$ cat config.mk
export PLATFORM = sky130hd
export DESIGN_NAME = synth_frame_loader
export DESIGN_NICKNAME = d
export VERILOG_FILES = /design/src/rtl/synth_frame_loader.sv
export SDC_FILE = /design/constraint.sdc
export NUM_CORES = 1
export LEC_CHECK = 0
export ABC_CLOCK_PERIOD_IN_PS = 3300
export BUFFER_PORTS_ARGS = -buffer_cell sky130_fd_sc_hd__buf_2
export CAP_MARGIN = 20
export CORE_MARGIN = 3
export CORE_UTILIZATION = 40
export CTS_CLUSTER_DIAMETER = 60
export DETAILED_ROUTE_END_ITERATION = 7
export PLACE_DENSITY = 0.57
export SYNTH_ARGS = -nofsm -noshare
export SYNTH_HDL_FRONTEND = slang
export SYNTH_SLANG_ARGS = --single-unit
$ cat constraint.sdc
create_clock -name clk -period 3.3 [get_ports clk]
set_input_delay 0.495 -clock clk [delete_from_list [all_inputs] [get_ports clk]]
set_output_delay 0.495 -clock clk [all_outputs]
set_load 0.03 [all_outputs]
$ cat src/rtl/synth_frame_loader.sv
// synth_frame_loader: frames SYNC+payload+XOR checksum byte stream, commits payload image atomically.
module synth_frame_loader #(
  parameter int                         FRAME_BYTES    = 4,
  parameter logic [7:0]                 SYNC_BYTE      = 8'hA5,
  parameter int                         TIMEOUT_CYCLES = 100000,
  parameter logic [8*FRAME_BYTES-1:0]   RESET_FRAME    = '0
) (
  input  logic                       clk,
  input  logic                       rst,
  input  logic [7:0]                 in_data,
  input  logic                       in_valid,
  output logic                       in_ready,
  output logic [8*FRAME_BYTES-1:0]   synth_out,
  output logic                       frame_valid,
  output logic                       crc_err,
  output logic                       timeout_err
);
  localparam int W  = 8*FRAME_BYTES;
  localparam int CW = $clog2(FRAME_BYTES+1);
  localparam int TW = $clog2(TIMEOUT_CYCLES);
  typedef enum logic [1:0] {IDLE, PAYLOAD, CHECK, COMMIT} state_t;
  state_t          state_q, state_d;
  logic [CW-1:0]   cnt_q, cnt_d;
  logic [7:0]      csum_q, csum_d;
  logic [TW-1:0]   timer_q, timer_d;
  logic [W-1:0]    shadow_q, shadow_d, synth_q, synth_d;
  logic            fv_q, fv_d, crc_q, crc_d, to_q, to_d;
  logic            take, in_frame, expired, hunting, start;
  assign in_ready = state_q != COMMIT;
  assign take     = in_valid && in_ready;
  assign in_frame = state_q == PAYLOAD || state_q == CHECK;
  assign expired  = in_frame && timer_q == TW'(TIMEOUT_CYCLES-1);
  // a byte arriving as the timer expires is handled as if the loader were already idle
  assign hunting  = expired || state_q == IDLE;
  assign start    = hunting && take && in_data == SYNC_BYTE;
  always_ff @(posedge clk or posedge rst) begin
    if (rst) begin
      state_q  <= IDLE;
      cnt_q    <= '0;
      csum_q   <= '0;
      timer_q  <= '0;
      shadow_q <= '0;
      synth_q  <= RESET_FRAME;
      fv_q     <= 1'b0;
      crc_q    <= 1'b0;
      to_q     <= 1'b0;
    end else begin
      state_q  <= state_d;
      cnt_q    <= cnt_d;
      csum_q   <= csum_d;
      timer_q  <= timer_d;
      shadow_q <= shadow_d;
      synth_q  <= synth_d;
      fv_q     <= fv_d;
      crc_q    <= crc_d;
      to_q     <= to_d;
    end
  end
  always_comb begin
    state_d = state_q;
    if (hunting) state_d = start ? PAYLOAD : IDLE;
    else if (state_q == COMMIT) state_d = IDLE;
    else if (take && state_q == PAYLOAD) state_d = cnt_q == CW'(FRAME_BYTES-1) ? CHECK : PAYLOAD;
    else if (take) state_d = in_data == csum_q ? COMMIT : IDLE;
  end
  always_comb begin
    cnt_d    = cnt_q;
    csum_d   = csum_q;
    shadow_d = shadow_q;
    timer_d  = (in_frame && !take && !expired) ? timer_q + 1'b1 : '0;
    fv_d     = state_q == COMMIT;
    synth_d  = fv_d ? shadow_q : synth_q;
    crc_d    = !hunting && state_q == CHECK && take && in_data != csum_q;
    to_d     = expired;
    if (start) begin
      cnt_d    = '0;
      csum_d   = '0;
      shadow_d = '0;
    end else if (!hunting && state_q == PAYLOAD && take) begin
      shadow_d = (shadow_q << 8) | W'(in_data);
      csum_d   = csum_q ^ in_data;
      cnt_d    = cnt_q + 1'b1;
    end
  end
  assign synth_out   = synth_q;
  assign frame_valid = fv_q;
  assign crc_err     = crc_q;
  assign timeout_err = to_q;
endmodule

Word level (Yosys, flattened, before mapping)
Cells that the tools add are included.
W data, S select, Z words.
{"block": "totals", "reg_bits": 97, "in_bits": 11}
{"block": "classes", "addsub": 2, "n_eq_ne": 9, "muxes": 14, "bitwise": 2, "reduce_logical": 20}
{"operator": "$mux W32", "count": 2}
{"operator": "$or A32 B8 Y32", "count": 1}
{"operator": "$add A17 B1 Y17 const B", "count": 1}
{"operator": "$eq A17 B17 Y1 const B", "count": 1}
{"operator": "$mux W17", "count": 1}
{"operator": "$mux W8", "count": 2}
{"operator": "$logic_and A1 B1 Y1", "count": 12}
{"operator": "$mux W2", "count": 6}
{"operator": "$eq A8 B8 Y1", "count": 1}
{"operator": "$eq A8 B8 Y1 const B", "count": 1}
{"operator": "$ne A8 B8 Y1", "count": 1}
{"operator": "$xor A8 B8 Y8", "count": 1}
{"operator": "$mux W3", "count": 2}
{"operator": "$eq A2 B2 Y1 const B", "count": 2}
{"operator": "$reduce_bool A4 Y1", "count": 1}
{"operator": "$add A3 B1 Y3 const B", "count": 1}
{"operator": "$eq A3 B2 Y1 const B", "count": 1}
{"operator": "$logic_not A1 Y1", "count": 3}
{"operator": "$eq A2 B1 Y1 const B", "count": 1}
{"operator": "$logic_not A2 Y1", "count": 1}
{"operator": "$logic_or A1 B1 Y1", "count": 2}
{"operator": "$ne A2 B2 Y1 const B", "count": 1}
{"operator": "$reduce_bool A2 Y1", "count": 1}
{"operator": "$mux W1", "count": 1}

Depth between registers and ports, before layout
Gate-level depths: netlist of run 1.
{"block": "depth", "ltp_word": 9, "mapped_depth": 9}

Least setup slack after synthesis of run 1
Ideal clock, no wire load.
{"block": "synth_path", "path_type": "register to register", "from": "register timer_q[13]", "to": "register cnt_q[2]", "arrival_ps": 2081, "required_ps": 3171, "path_slack_ps": 1089, "stages_incl_launch_ff": 8, "n_path_buf": 3, "synth_period_minus_slack_ps": 2211, "path_cell_list": "dfrtp_1 -> or4b_4 -> or4_4 -> buf_6 -> buf_6 -> buf_6 -> o2111ai_1 -> nand3_1"}
{"block": "synth_between", "elab_chain_cells": 7, "word_cells_on_any_way": 10, "cone_classes": "eq/ne (1); mux (1); reduce/logical (8)"}
{"item": "from (decl)", "line_no": "25", "text": "logic [TW-1:0] timer_q, timer_d;"}
{"item": "from (signal assigned)", "line_no": "51", "text": "timer_q <= timer_d;"}
{"item": "$eq A17 B17 Y1 *", "line_no": "32", "text": "assign expired = in_frame && timer_q == TW'(TIMEOUT_CYCLES-1);"}
{"item": "$logic_and A1 B1 Y1 *", "line_no": "32"}
{"item": "$logic_or A1 B1 Y1 *", "line_no": "34", "text": "assign hunting = expired || state_q == IDLE;"}
{"item": "$logic_not A1 Y1", "line_no": "79", "text": "end else if (!hunting && state_q == PAYLOAD && take) begin"}
{"item": "$logic_and A1 B1 Y1 (2 in a row)", "line_no": "79"}
{"item": "$reduce_bool A2 Y1 (no line)"}
{"item": "to (signal assigned)", "line_no": "49", "text": "cnt_q <= cnt_d;"}
{"item": "to (decl)", "line_no": "23", "text": "logic [CW-1:0] cnt_q, cnt_d;"}
Mark *: on every way between the ends. The rest lies on a longest branch, timed or not.
A chain may end at the register's enable or synchronous reset.

Worst setup path after layout of run 1
{"block": "layout_path", "from": "register timer_q[13]", "to": "register shadow_q[17]"}
{"block": "layout_between", "elab_chain_cells": 7, "word_cells_on_any_way": 10, "cone_classes": "eq/ne (1); mux (1); reduce/logical (8)"}
{"item": "$eq A17 B17 Y1 *", "line_no": "32"}
{"item": "$logic_and A1 B1 Y1 *", "line_no": "32"}
{"item": "$logic_or A1 B1 Y1 *", "line_no": "34"}
{"item": "$logic_not A1 Y1", "line_no": "79"}
{"item": "$logic_and A1 B1 Y1 (2 in a row)", "line_no": "79"}
{"item": "$reduce_bool A2 Y1 (no line)"}
{"item": "to (signal assigned)", "line_no": "52", "text": "shadow_q <= shadow_d;"}
{"item": "to (decl)", "line_no": "26", "text": "logic [W-1:0] shadow_q, shadow_d, synth_q, synth_d;"}
Marked as above.

==> results.md, run 1 <==
* Most frequent cells in the layout: dfrtp_1 (97), nand3_1 (85), nor2_1 (62)
* Critical path data required time at 3.52 ns
* Commonest non-fill, non-tap cell in the layout: dfrtp_1
* GR Layer Usage met1 at 0.262
* Worst-skew pair later-pin latency at 0.35 ns
* Ys flop type: dfrtp_1
* Fin. Hold Viols at 0
* Asr flop ratio synth at 1.00
* Layout cells sized above 1 at 0.192
* Hold WC Path Type: input pin to async pin
* GPL Wtd Cong at ~0.83
* Largest net degree at the start of global routing at 52
* Via count at 4,201
* Result of the run: finished clean
* Clock net sink count at 97
* Drt pass-1 iters at 4
* Violation count after the first detailed-route iteration at 476
* Met2 Usage GRT at 0.276
* Yosys cell types at 46
* R2R cell count at 5
* CP Class: register to register
* Ys Warns at 0
* Kind of cell adding the most delay to the critical path: simple AND/OR/NAND/NOR gates
* Max stage delay on crit path at 0.78 ns
* Layout net count at 591
* Clock slew seen by the registers of the worst setup and hold paths at about 0.070 ns
* Core footprint at around 12,000 µm²
* Die H at 120 µm
* Crit path DAT at 2.81 ns
* Overflow after GRT at 0
* Syn_nets at 570
* Initial antenna violation count at 0
* Slew Limit Fails at 0
* Wire length per cell at 16.7 µm
* First-pass GRT wire length at approximately 21,000 µm
* #FFs+latches synth at 97
* CP startpoint kind: register
* Power, Total at 3.93 mW
* Postcts setup bufs at 0
* Maxcap violations at 0
* Achievable frequency at 387 MHz
* Area Overhead vs Synth at 12.7%
* Port Buf Inserts at 46
* R2r endpoint: shadow_q[17]
* CTS tree: yes
* Setup total negative slack at 0 ns
* Met3 Track Usage GR at 0.0269
* Setup violators final at 0
* Power per cell area at 678 nW/µm²
* Hold_buf cts at 0
* Vias in the first global route at 4,095
* GRT Util Overall at 0.181
* EDFF count, synth at 0
* Sequential fraction of the synthesis area at 0.471
* Peak supply drop at approximately 250 µV
* Slowest stage cell on the critical path: or4_4
* Slew margin rel. at 0.595
* Root buf cell: clkbuf_16
* Crit path max fanout at 48
* Site Rows at 40
* CP endpoint kind: register
* Mapped Avg Cell Area at 9.34 µm²
* DRC at 0
* Buffers & Inverters on Critical Path at 1
* Final Routed Wirelength at 12,400 µm
* Vias per cell at between 5 and 6
* Starting Density at 0.419
* RSZ-0062 raised after global routing: no
* Tmin final at 2.59 ns
* Worst-path cell chain: or4b_4, or4_4, buf_4, o21ai_1, nand3_1
* Post-Syn Area at 5150 µm²
* Clk buf depth at 2
* Post-CTS sizing at 0
* Die Footprint at 14,300 µm²
* Static leakage at between 2 and 3 nW
* Cells after synthesis at 552
* CTS H-tree lvls at 3
* Worst-Margin Slew at 0.607 ns
* GR peak layer: met2
* Worst r2r src: timer_q[13]
* Period utilization at 0.784
* Routed Antenna Nets at 0
* N_diodes at 0
* Die width at about 120 µm
* Hpwl dp at 7750 µm
* FF-to-FF setup slack at slightly above 0.7 ns
* Ports at 47
* Num CTS Buffers at 9
* Clock Skews at slightly below 0.009 ns
-- registers in the layout, indices dropped and copies added, names as in the netlist --
signal,count
crc_err,1
frame_valid,1
cnt_q,3
state_q,2
timeout_err,1
csum_q,8
synth_out,32
shadow_q,32
timer_q,17
-- cells in the mapped netlist, types with 5 or more instances --
cell	n	area share
dfrtp_1	97	0.47
nand3_1	85	0.083
nor2_1	62	0.045
o21ai_0	51	0.050
clkbuf_1	35	0.025
mux2_2	32	0.070
nand2_1	26	0.019
nand2b_1	25	0.030
o2111ai_1	19	0.032
xor2_1	11	0.019
inv_1	10	0.0073
o21ai_1	9	0.0087
nor4b_1	8	0.014
o211ai_1	8	0.012
ha_1	7	0.017
xnor2_1	7	0.012
nor3_1	6	0.0058
a21oi_1	5	0.0049
buf_1	5	0.0036
-- routing by layer --
layer  share of wire  vias to the layer above
met5               0                        -
met3           0.043                       12
met1            0.48                     2091
li1                -                     2015
met4           0.016                        0
met2            0.46                       83
-- per-stage QoR --
stage	util	cells	hold WS [ns]	setup slack [ns]	cell area, µm²
2_1_floorplan	-	552	0.452	0.271	5150
3_3_place_gp	0.447	730	0.474	0.762	5510
3_5_place_dp	0.447	730	0.478	0.746	5510
4_1_cts	0.472	746	0.240	0.726	5810
5_1_grt	0.472	746	0.273	0.558	5810
6_report	0.472	746	0.215	0.714	5810
-- power by group --
part / internal (mW) / switching, mW / leakage [nW]
Combinational: 0.419 / 0.829 / 1.17
Sequential: 1.42 / 0.207 / 1.33
Clock: 0.614 / 0.450 / 0.144
-- logic make-up after synthesis --
logic type | synth area share
and+or+nand+nor | 0.234
AOI/OAI and AO/OA | 0.129
DFF | 0.471
buffers and inverters | 0.0483
muxes | 0.0699
xor gates and xnor gates | 0.0306
adders and majority gates | 0.0170
-- final cells by class --
class | instances | area, µm²
fillers | 1203 | 6500
multi-input cells | 397 | 2500
flip-flops and latches | 97 | 2430
inverters | 10 | 40.0
clock inverters | 3 | 47.5
clock buffers | 13 | 250
repair buffers | 58 | 333
well taps | 168 | 210
-- worst max path at each step --
stage | startpoint | endpoint | slack [ns] | cells past startpoint
finish | timer_q[13] | shadow_q[17] | 0.71 | 5
floorplan | rst | cnt_q[0] | 0.27 | 1
global route | state_q[1] | shadow_q[17] | 0.56 | 7
global placement | timer_q[13] | shadow_q[17] | 0.76 | 5
detailed placement | timer_q[12] | shadow_q[17] | 0.75 | 5
CTS | timer_q[13] | timer_q[9] | 0.73 | 4
Note: power is estimated with default switching activity, not from simulation.
==> inputs of run 2 (changes only) <==
- ABC_AREA: not set -> 1
- ABC_CLOCK_PERIOD_IN_PS: 3300 -> 2250
- PLACE_DENSITY: 0.57 -> 0.6
- clock period: 3.3 -> 2.25 ns (I/O delays scaled with it)
==> run 2 against run 1 <==
Compared with the run above: cell area down 7.3%; combinational power down 93%; via count down 19%; register-to-register slack worse by 0.41 ns; sequential power up 7%; synthesized cell count down 3.8%; clock-buffer cell count down 4; hold slack worse by 0.14 ns; power down 14%; non-clock buffer count down 4.
==> results.md, run 2 <==
* Result of the run: finished clean
* Syn_nets at approximately 550
* Postcts setup bufs at 0
* Clock Skews at about 0.009 ns
* Top post-synthesis cells by count: nand2_1 (221), dfrtp_1 (97), nand3_2 (42)
* #FFs+latches synth at 97
* GPL Wtd Cong at 0.864
* N_diodes at 0
* Routed Antenna Nets at 0
* Clock net sink count at 97
* Slew margin rel. at 0.560
* Ports at 47
* Die width at 115 µm
* Count leader, synth: nand2_1
* Layout net count at 594
* Port Buf Inserts at 46
* Worst-Margin Slew at 0.659 ns
* Yosys top cell area share at 0.512
* Power per cell area at around 630 nW/µm²
* Fin. Hold Viols at 0
* Most frequent cells in the layout: nand2_1 (221), dfrtp_1 (97), buf_2 (46)
* Non-filler cells, final at 724
* Area Overhead vs Synth at 13.5%
* Mapped Avg Cell Area at 8.93 µm²
* Max stage delay on crit path at 0.41 ns
* Placed cell count at 708
* CP startpoint kind: register
* Post-Syn Area at 4740 µm²
* Drt pass-1 iters at 4
* Maxcap violations at 0
* Period utilization at 0.900
* Post-CTS sizing at 0
* Hold WC Path Type: input pin to async pin
* Commonest non-fill, non-tap cell in the layout: nand2_1
* Crit path max fanout at 33
* Crit path DAT at 1.69 ns
* CTS H-tree lvls at 3
* Asr flop ratio synth at 1.00
* Synth area leaders: dfrtp_1 (51%), nand2_1 (17%), nand3_2 (8.9%)
* Core footprint at around 12,000 µm²
* Hpwl dp at ~6600 µm
* Peak supply drop at approximately 360 µV
* Buffers & Inverters on Critical Path at 3
* Violation count after the first detailed-route iteration at 148
* Ys Warns at 0
* Die Footprint at 13,200 µm²
* Starting Density at 0.412
* Tmin final at 2.03 ns
* Yosys cell types at 32
* Initial antenna violation count at 0
* Vias per cell at 4.72
* Clk buf depth at 2
* Site Rows at 39
* Hold_buf cts at 0
* Achievable frequency at around 490 MHz
* Num CTS Buffers at 9
* CP Class: register to output pin
* Wire length per cell at 12.9 µm
* CTS tree: yes
* Final Routed Wirelength at a little over 9000 µm
* FF-to-FF setup slack at 0.30 ns
* Vias in the first global route at 3,508
* Root buf cell: clkbuf_16
* Die H at 115 µm
* Static leakage at 2.89 nW
* Cells after synthesis at 531
* Slowest stage cell on the critical path: dfrtp_1
* DRC at 0
* Largest net degree at the start of global routing at 44
* Kind of cell adding the most delay to the critical path: buffers and inverters
* Layout cells sized above 1 at 0.234
* Sequential fraction of the synthesis area at 0.512
* CP endpoint kind: output pin
* Critical path data required time at ~1.9 ns
* Worst-path cell chain: ha_1, clkinv_2, buf_4, buf_2
* Setup violators final at 0
* First-pass GRT wire length at roughly 17,000 µm
* Via count at 3,417
* Setup total negative slack at 0 ns
* GRT Util Overall at 0.157
* Overflow after GRT at 0
* RSZ-0062 raised after global routing: no
* Worst-skew pair later-pin latency at 0.35 ns
* Slew Limit Fails at 0
* Clock slew seen by the registers of the worst setup and hold paths at 0.07 ns
* EDFF count, synth at 0
* Synth area leader: dfrtp_1
* Ys flop type: dfrtp_1
run 2: cell count changes after synthesis, sizes merged, moves of 23 or more:
cell / before / now
nor2: 62 / 31
mux2: 32 / 0
nand2b: 25 / 0
inv: 10 / 45
nand3: 85 / 62
nand2: 26 / 225
clkbuf: 35 / 6
o21ai: 60 / 3
run 2: through the flow:
| step | utilization | setup slack (ns) | power, mW | hold slack [ns] | instance area (µm²) |
|---|---|---|---|---|---|
| floorplan | - | 0.523 | 1.82 | 0.433 | 4750 |
| global placement | 0.441 | 0.329 | 1.86 | 0.445 | 5080 |
| detailed placement | 0.441 | 0.288 | 1.86 | 0.454 | 5080 |
| CTS | 0.467 | 0.186 | 3.44 | 0.0940 | 5380 |
| global route | 0.467 | 0.111 | 3.52 | 0.125 | 5380 |
| finish | 0.467 | 0.224 | 3.39 | 0.0756 | 5380 |
run 2: worst register-to-register path, cell delays in order, from the launching register on:
cell and delay, ns:
dfrtp_1 0.39, inv_1 0.08, ha_1 0.31, inv_1 0.07, nor2_2 0.08, nand3_2 0.06
nor2_2 0.12, nand2_4 0.10, nand2_8 0.10, nand2_4 0.15, buf_4 0.24, nand3_1 0.09
nand2_1 0.05
run 2: worst paths after layout:
| kind | cells after the start | startpoint | endpoint |
|---|---|---|---|
| worst min-delay path | 2 | rst | timer_q[3] |
| min in group clk | 3 | in_data[3] | shadow_q[3] |
| worst min register to register | 2 | synth_out[29] | synth_out[29] |
| worst max-delay path | 4 | state_q[0] | in_ready |
| max in group asynchronous | 3 | rst | timer_q[4] |
| worst max register to register | 12 | state_q[0] | csum_q[6] |
run 2: routing by layer:
| layer | share of wire | track usage |
|---|---|---|
| met1 | 0.48 | 0.209 |
| met2 | 0.47 | 0.255 |
| met3 | 0.035 | 0.0368 |
| met4 | 0.015 | 0.0524 |
| met5 | 0 | 0 |
run 2: layout make-up:
class,instances,area (µm²)
multi-input cells,367,1940
flip-flops and latches,97,2430
inverters,47,196
clock buffers,9,225
well taps,143,179
repair buffers,54,340
clock inverters,7,76.3
fillers,1119,6130
run 2: logic make-up after synthesis:
family / Yosys count / share of synthesized area
AOI/OAI and AO/OA: 9 / 0.0105
xor gates and xnor gates: 11 / 0.0203
adders and majority gates: 7 / 0.0185
DFF: 97 / 0.512
and+or+nand+nor: 340 / 0.359
buffers and inverters: 67 / 0.0799
run 2: where the power goes:
part           total [mW]  switching (mW)  internal [mW]  leakage, nW
clock network        1.57           0.690          0.875        0.153
registers            1.74        0.000236           1.74         1.36
logic              0.0820          0.0605         0.0214         1.38
==> inputs of run 3 (changes only) <==
- ABC_CLOCK_PERIOD_IN_PS: 2250 -> 1850
- clock period: 2.25 -> 1.85 ns (I/O delays scaled with it)
==> run 3 against run 2 <==
Compared with the run above: sequential share of layout area shrank 3.3 points; flip-flop and latch count is the same; hold slack got worse by 0.055 ns; clock power is 10% higher; utilization up 3.7 points; non-clock buffer count rose by 19; largest cell class unchanged; largest power group unchanged.
==> results.md, run 3 (synthesis results as in run 2) <==
* Maxcap violations at 0
* Final core occ at 0.504
* Static leakage at 3.08 nW
* Die H at 115 µm
* Drt pass-1 iters at 5
* Slew margin rel. at 0.652
* GRT Util Overall at 0.153
* Crit path max fanout at 7
* CP endpoint kind: register
* Worst-skew pair later-pin latency at 0.34 ns
* Sequential cell area at approximately 2400 µm²
* R2R cell count at 11
* Hpwl dp at ~6700 µm
* Achievable frequency at 553 MHz
* DRC at 0
* Layout net count at 618
* Clock Skews at roughly 0.01 ns
* Routed Antenna Nets at 0
* CTS tree: yes
* Crit path DAT at 2.04 ns
* CTS H-tree lvls at 3
* Fin worst setup slack at 0.0409 ns
* Vias in the first global route at about 3,500
* Clock Power Share at 0.437
* Clock slew seen by the registers of the worst setup and hold paths at 0.07 ns
* Overflow after GRT at 0
* Critical path data required time at 2.08 ns
* Most frequent cells in the layout: nand2_1 (217), dfrtp_1 (97), buf_2 (45)
* CP Class: register to register
* Wire length per cell at approximately 14 µm
* Vias per cell at 4.87
* FF-to-FF setup slack at approximately 0.04 ns
* Worst-path cell chain: buf_6, ha_4, inv_6, nand2_8, inv_6, nand3_4, nor3_4, nand2_8, clkbuf_16, nand3_2, nand2_1
* Multi-input logic area at 2040 µm²
* Hold WC Path Type: input pin to async pin
* Root buf cell: clkbuf_16
* Slowest stage cell on the critical path: dfrtp_1
* Site Rows at 39
* Ports at 47
* Area Overhead vs Synth at 22.5%
* Tmin final at 1.81 ns
* Non-filler cells, final at 748
* Part of the power in combinational logic at 0.028
* RSZ-0062 raised after global routing: yes
* Fin. Hold Viols at 0
* Num CTS Buffers at 9
* Power per cell area at 681 nW/µm²
* Core footprint at 11,500 µm²
* Die Footprint at 13,200 µm²
* Layout cells sized above 1 at 0.283
* Fin area at 5810 µm²
* Worst r2r src: state_q[0]
* R2r endpoint: shadow_q[28]
* Commonest non-fill, non-tap cell in the layout: nand2_1
* Max stage delay on crit path at 0.40 ns
* GPL Wtd Cong at 0.889
* Starting Density at 0.412
* Worst-Margin Slew at about 0.52 ns
* Switching Share at 0.224
* Slew Limit Fails at 0
* Initial antenna violation count at 0
* Period utilization at 0.978
* First-pass GRT wire length at 16,400 µm
* Internal at ~3.1 mW
* Result of the run: finished clean
* Clock net sink count at 97
* Fill cells at around 1,100
* CP startpoint kind: register
* Peak supply drop at 388 µV
* Port Buf Inserts at 46
* Violation count after the first detailed-route iteration at 185
* Reg power frac at 0.536
* Clk buf depth at 2
* Placed cell count at 713
* Via count at 3,646
* Post-place setup slack at 0.0350 ns
* Largest net degree at the start of global routing at 44
* Placed inst area at 5100 µm²
* Setup violators final at 0
* Sw Pwr at 885 µW
* N_diodes at 0
* Die width at 115 µm
* Final Routed Wirelength at about 11,000 µm
## run 3: power by group through the flow
stage / combinational, mW / sequential [mW] / clock (mW)
finish: 0.110 / 2.12 / 1.73
CTS: 0.101 / 2.12 / 1.78
detailed placement: 0.101 / 2.16 / 0
global route: 0.127 / 2.12 / 1.87
global placement: 0.0982 / 2.16 / 0
floorplan: 0.0561 / 2.16 / 0
## run 3: how the worst max path moves through the flow
stage	endpoint	slack, ns	start
after detailed placement	cnt_q[0]	0.04	state_q[0]
after global routing	shadow_q[28]	-0.06	state_q[1]
after floorplan	cnt_q[2]	0.12	state_q[0]
after CTS	cnt_q[0]	0.002	state_q[0]
after global placement	cnt_q[1]	0.08	state_q[0]
final	shadow_q[28]	0.04	state_q[0]
## run 3: repair_timing
item	CTS	global route
pin swaps	0	25
endpoints found under the setup margin	1	58
gates cloned	0	11
resized for setup	4	34
hold buffers	0	0
setup buffers	0	8
## run 3: metal layers
metal,global-route usage,vias up,wire length (µm)
met4,0.0681,0,204
met5,0,-,0
met2,0.252,66,5300
li1,-,1805,-
met1,0.200,1758,4900
met3,0.0242,17,409
## run 3: final cells by class
type,instances,share of cell area
sequential,97,0.418
timing repair buffer,73,0.106
timing repair inverter,5,0.00969
clock buffer,11,0.0401
inverter,47,0.0377
tap,143,0.0308
clock inverter,5,0.00625
multi-input combinational,367,0.352
## run 3: critical path, delay by kind of cell (launching register included)
kind,cells,cell delay [ns]
simple gates,6,0.65
buf+inv,4,0.47
fa+ha+maj,1,0.17
flops,1,0.40
## run 3: per-stage QoR
stage | TNS (ns) | hold slack, ns | power (mW)
floorplan | 0 | 0.394 | 2.22
global placement | 0 | 0.404 | 2.26
detailed placement | 0 | 0.407 | 2.26
CTS | 0 | 0.0386 | 4.00
global route | -1.54 | 0.0501 | 4.12
finish | 0 | 0.0205 | 3.96
